<file path="src/rtl/tdp_wr_pair_loader.sv">
// Write stage for the 256x9 true dual-port RAM: fills frames from address 0 upward.
// Define RAM_PAIR_WRITE_EN to merge word pairs onto ports A and B in a single cycle.
module tdp_wr_pair_loader #(
    parameter int unsigned DATA_W = 256,
    parameter int unsigned ADDR_W = 4,
    parameter int unsigned DEPTH  = 9
) (
    input  logic              clk,
    input  logic              rst_n,
    input  logic              s_valid,
    output logic              s_ready,
    input  logic [DATA_W-1:0] s_data,
    input  logic              s_last,
    output logic              weA,
    output logic [ADDR_W-1:0] addrA,
    output logic [DATA_W-1:0] dinA,
    output logic              weB,
    output logic [ADDR_W-1:0] addrB,
    output logic [DATA_W-1:0] dinB,
    output logic              done,
    output logic [ADDR_W-1:0] frame_len
);

`ifdef RAM_PAIR_WRITE_EN
    typedef enum logic [1:0] {StEmpty, StHeld, StDone} stateT;
`else
    typedef enum logic [1:0] {StEmpty, StDone} stateT;
`endif

    stateT             stateQ, stateD;
    logic [ADDR_W-1:0] cntQ, cntD;
    logic              runQ;
    logic              weAQ, weAD;
    logic [ADDR_W-1:0] addrAQ, addrAD;
    logic [DATA_W-1:0] dinAQ, dinAD;
    logic [ADDR_W-1:0] frameLenQ, frameLenD;
    logic              accept;
    logic              isFinal;
    logic [ADDR_W-1:0] nextCnt;

`ifdef RAM_PAIR_WRITE_EN
    logic [DATA_W-1:0] holdQ, holdD;
    logic              weBQ, weBD;
    logic [ADDR_W-1:0] addrBQ, addrBD;
    logic [DATA_W-1:0] dinBQ, dinBD;
`endif

    // runQ keeps s_ready low until the first clock after reset release
    assign s_ready   = runQ && (stateQ != StDone);
    assign accept    = s_valid && s_ready;
    assign isFinal   = s_last || (cntQ == ADDR_W'(DEPTH - 1));
    assign nextCnt   = cntQ + ADDR_W'(1);
    assign done      = (stateQ == StDone);
    assign frame_len = frameLenQ;
    assign weA       = weAQ;
    assign addrA     = addrAQ;
    assign dinA      = dinAQ;

`ifdef RAM_PAIR_WRITE_EN
    assign weB   = weBQ;
    assign addrB = addrBQ;
    assign dinB  = dinBQ;
`else
    assign weB   = 1'b0;
    assign addrB = '0;
    assign dinB  = '0;
`endif

    always_ff @(posedge clk or negedge rst_n) begin
        if (!rst_n) begin
            stateQ    <= StEmpty;
            cntQ      <= '0;
            runQ      <= 1'b0;
            weAQ      <= 1'b0;
            addrAQ    <= '0;
            dinAQ     <= '0;
            frameLenQ <= '0;
`ifdef RAM_PAIR_WRITE_EN
            holdQ     <= '0;
            weBQ      <= 1'b0;
            addrBQ    <= '0;
            dinBQ     <= '0;
`endif
        end else begin
            stateQ    <= stateD;
            cntQ      <= cntD;
            runQ      <= 1'b1;
            weAQ      <= weAD;
            addrAQ    <= addrAD;
            dinAQ     <= dinAD;
            frameLenQ <= frameLenD;
`ifdef RAM_PAIR_WRITE_EN
            holdQ     <= holdD;
            weBQ      <= weBD;
            addrBQ    <= addrBD;
            dinBQ     <= dinBD;
`endif
        end
    end

    always_comb begin
        stateD    = stateQ;
        cntD      = cntQ;
        weAD      = 1'b0;
        addrAD    = addrAQ;
        dinAD     = dinAQ;
        frameLenD = frameLenQ;
`ifdef RAM_PAIR_WRITE_EN
        holdD     = holdQ;
        weBD      = 1'b0;
        addrBD    = addrBQ;
        dinBD     = dinBQ;
`endif
        case (stateQ)
            StEmpty: begin
                if (accept) begin
`ifdef RAM_PAIR_WRITE_EN
                    if (!isFinal) begin
                        holdD  = s_data;
                        cntD   = nextCnt;
                        stateD = StHeld;
                    end else begin
                        // lone final word goes out on port A only
                        weAD      = 1'b1;
                        addrAD    = cntQ;
                        dinAD     = s_data;
                        frameLenD = nextCnt;
                        stateD    = StDone;
                    end
`else
                    weAD   = 1'b1;
                    addrAD = cntQ;
                    dinAD  = s_data;
                    cntD   = nextCnt;
                    if (isFinal) begin
                        frameLenD = nextCnt;
                        stateD    = StDone;
                    end
`endif
                end
            end
`ifdef RAM_PAIR_WRITE_EN
            StHeld: begin
                if (accept) begin
                    weAD   = 1'b1;
                    addrAD = cntQ - ADDR_W'(1);
                    dinAD  = holdQ;
                    weBD   = 1'b1;
                    addrBD = cntQ;
                    dinBD  = s_data;
                    if (isFinal) begin
                        frameLenD = nextCnt;
                        stateD    = StDone;
                    end else begin
                        cntD   = nextCnt;
                        stateD = StEmpty;
                    end
                end
            end
`endif
            StDone: begin
                cntD   = '0;
                stateD = StEmpty;
            end
            default: stateD = StEmpty;
        endcase
    end

endmodule
</file>
<file path="config.mk">
export PLATFORM = sky130hd
export DESIGN_NAME = tdp_wr_pair_loader
export DESIGN_NICKNAME = d
export VERILOG_FILES = /design/src/rtl/tdp_wr_pair_loader.sv
export SDC_FILE = /design/constraint.sdc
export NUM_CORES = 1
export LEC_CHECK = 0
export ABC_CLOCK_PERIOD_IN_PS = 2500
export CORE_AREA = 4 4 304 306
export DETAILED_ROUTE_END_ITERATION = 6
export DIE_AREA = 0 0 308 310
export GPL_ROUTABILITY_DRIVEN = 1
export SKIP_LAST_GASP = 1
export SLEW_MARGIN = 40
export SYNTH_ARGS = -nofsm -noshare
export SYNTH_HDL_FRONTEND = slang
export SYNTH_SLANG_ARGS = --single-unit
</file>
<file path="constraint.sdc">
create_clock -name clk -period 2.5 [get_ports clk]
set_clock_uncertainty 0.1 [all_clocks]
set_input_delay 0.375 -clock clk [delete_from_list [all_inputs] [get_ports clk]]
set_output_delay 0.375 -clock clk [all_outputs]
set_load 0.02 [all_outputs]
</file>
==> metrics.cfg <==
[timing]
worst_slew_pin_slew_ps=611
drv_slew=0
post-route-min-period_ps=2320
period_share=0.929
rsz0062_at_grt=false
max_slew_margin=0.593
finalSetupTns_ps=0
hold_viol_final=0
setup_viol=0
fmax_mhz=430

[routing]
ant_nets=0
via_count=9935
viasPerCell=3.15
dr.pass1.iters=4
drt_wl_total_um=43500
drc_errors=0
drt-initial-drc-count=574
post_drt_wl_per_cell_um=13.8

[layout]
syn2layout_area_growth_pct=57.2
mostFrequentLayoutCells=nand2_1, clkdlybuf4s50_1, dfrtp_1, conb_1, clkbuf_16
nets=2209
drive_gt1_frac=0.0542
instances_no_fill=3151
layout_commonest_cell=nand2_1
nFillCells=9823

[logic_synthesis]
synthesis.area_um2=12300
async_reset_ff_frac=1.00
yosys_most_used_dff=dfrtp_1
synth_edf_count=0
postSynthAreaPerCell_um2=8.81
syn_inst=1398
yosysWarnings=0
synth_cell_types=22
ys_ff_latch=271
ys_seq_area_frac=0.551

[grt]
use_met3=0.0299
grt_max_degree=61
grt-ovfl-total=0
first_global_vias=9747
grt_use_met2=0.139
grt_usage=0.0831
antenna_found_initial=4
busiest_layer=met2
grtUsageMet1=0.101
grt_pass1_wl_um=60800

[cts]
htreeDepth=2
post_cts_buffers=0
numClockSinks=271
clockBufferDepth=3
cts_buffers=36
clkTransAtPathRegs_ps=60
root_buffer=clkbuf_16
cts_tree=built
clock_latency_ps=530

[worst_hold_path]
min_from=s_data[89]
hold_depth=3
hold_path_class=in -> reg

[setup_path]
cpMaxStageDelayCell=clkdlybuf4s50_1
r2r_start=cntQ[1]
crit_buf_inv=1
worst_path_dominant_cell_family=buffers and inverters
crit_type=reg -> out
slowest_delay_ps=650
crit_arrival_ps=1850
worstPathRequired_ps=2030
endpoint=s_ready
worstSetupEndpointType=output pin
path_max_fanout=4
critical_path_depth=2
startpoint=stateQ[0]
ff2ff_setup_slack_ps=670
path_cells=nor2b_1 > clkdlybuf4s50_1
rr_worst_depth=5
startpoint_type=flip-flop
r2r-end=frame_len[2]

[floorplan]
die-area_um2=95500
start_util=0.137
die_height_um=310
rows=110
coreArea_um2=89600
die_w_um=308
ios=788

[power]
p_leak_nw=9.42
ir_drop_mv=0.405
power_density_nw_per_um2=785

[place]
place_hpwl_um=33600
dp_cells=3084
place_congestion=0.779
port_buffers=526

[run_status]
status=finished clean

[flow_run]
drv_cap=0

timing repair:
action / 4_1_cts / 5_1_grt
gates resized for setup: 0 / 0
hold buffers: 1 / 0
hold endpoints to repair: 46 / 0
layout make-up:
class	instances	area, um2	area share
clock buffers	50	1030	0.0535
flip-flops and latches	271	6780	0.350
clock inverters	14	231	0.0120
well taps	1176	1470	0.0760
repair buffers	569	5700	0.294
diodes	2	5.00	0.000259
multi-input cells	1065	4110	0.213
inverters	4	22.5	0.00116
cells in the mapped netlist (3+ instances only):
cell	count	area share
nand2_1	778	0.24
dfrtp_1	271	0.55
buf_4	264	0.16
buf_2	30	0.012
buf_6	21	0.019
mux2_2	4	0.0037
clkbuf_1	3	0.00091
inv_1	3	0.00091
nand3_1	3	0.0012
o21ai_0	3	0.0012
flip-flops by register name, indices dropped and copies added (netlist names):
register	count
dinA	256
addrA	4
frame_len	4
weA	1
stateQ	1
cntQ	4
runQ	1
worst min path at each step:
stage,end
after global placement,dinA[153]
after CTS,dinA[89]
after floorplan,addrA[0]
after global routing,dinA[57]
after detailed placement,dinA[153]
final,dinA[89]
tightest hold or removal path, cell delays in order:
cell             delay (ps)
clkdlybuf4s50_1         390
nand2_1                  50
nand2_1                  40
routing by layer:
layer	wire length, um	up-vias
met5	0	-
met4	1030	0
met3	4590	52
met2	20500	464
met1	17300	4643
li1	-	4776
stage by stage:
step	total power, mW	hold WS (ps)	area [um2]	utilization	setup slack [ps]
6_report	15.2	263	19400	0.216	176
3_5_place_dp	9.76	297	18100	0.202	339
5_1_grt	16.0	226	19400	0.216	4.59
3_3_place_gp	9.73	298	18100	0.202	402
2_1_floorplan	7.70	-20.6	13300	-	971
4_1_cts	15.5	194	19400	0.216	50.3
logic make-up after synthesis:
group / count (synthesis) / synth area share
AOI/OAI and AO/OA: 6 / 0.00335
xor gates and xnor gates: 4 / 0.00284
adders and majority gates: 2 / 0.00203
buffers and inverters: 322 / 0.195
DFF: 271 / 0.551
muxes: 4 / 0.00366
other: 2 / 0.000610
and+or+nand+nor: 787 / 0.242
report_power, final:
part | switching (mW) | total (mW) | internal (mW)
clock network | 2.05 | 5.56 | 3.51
registers | 0.439 | 5.50 | 5.06
logic | 2.31 | 4.13 | 1.81
No activity file was read; power rests on OpenSTA's default activity.
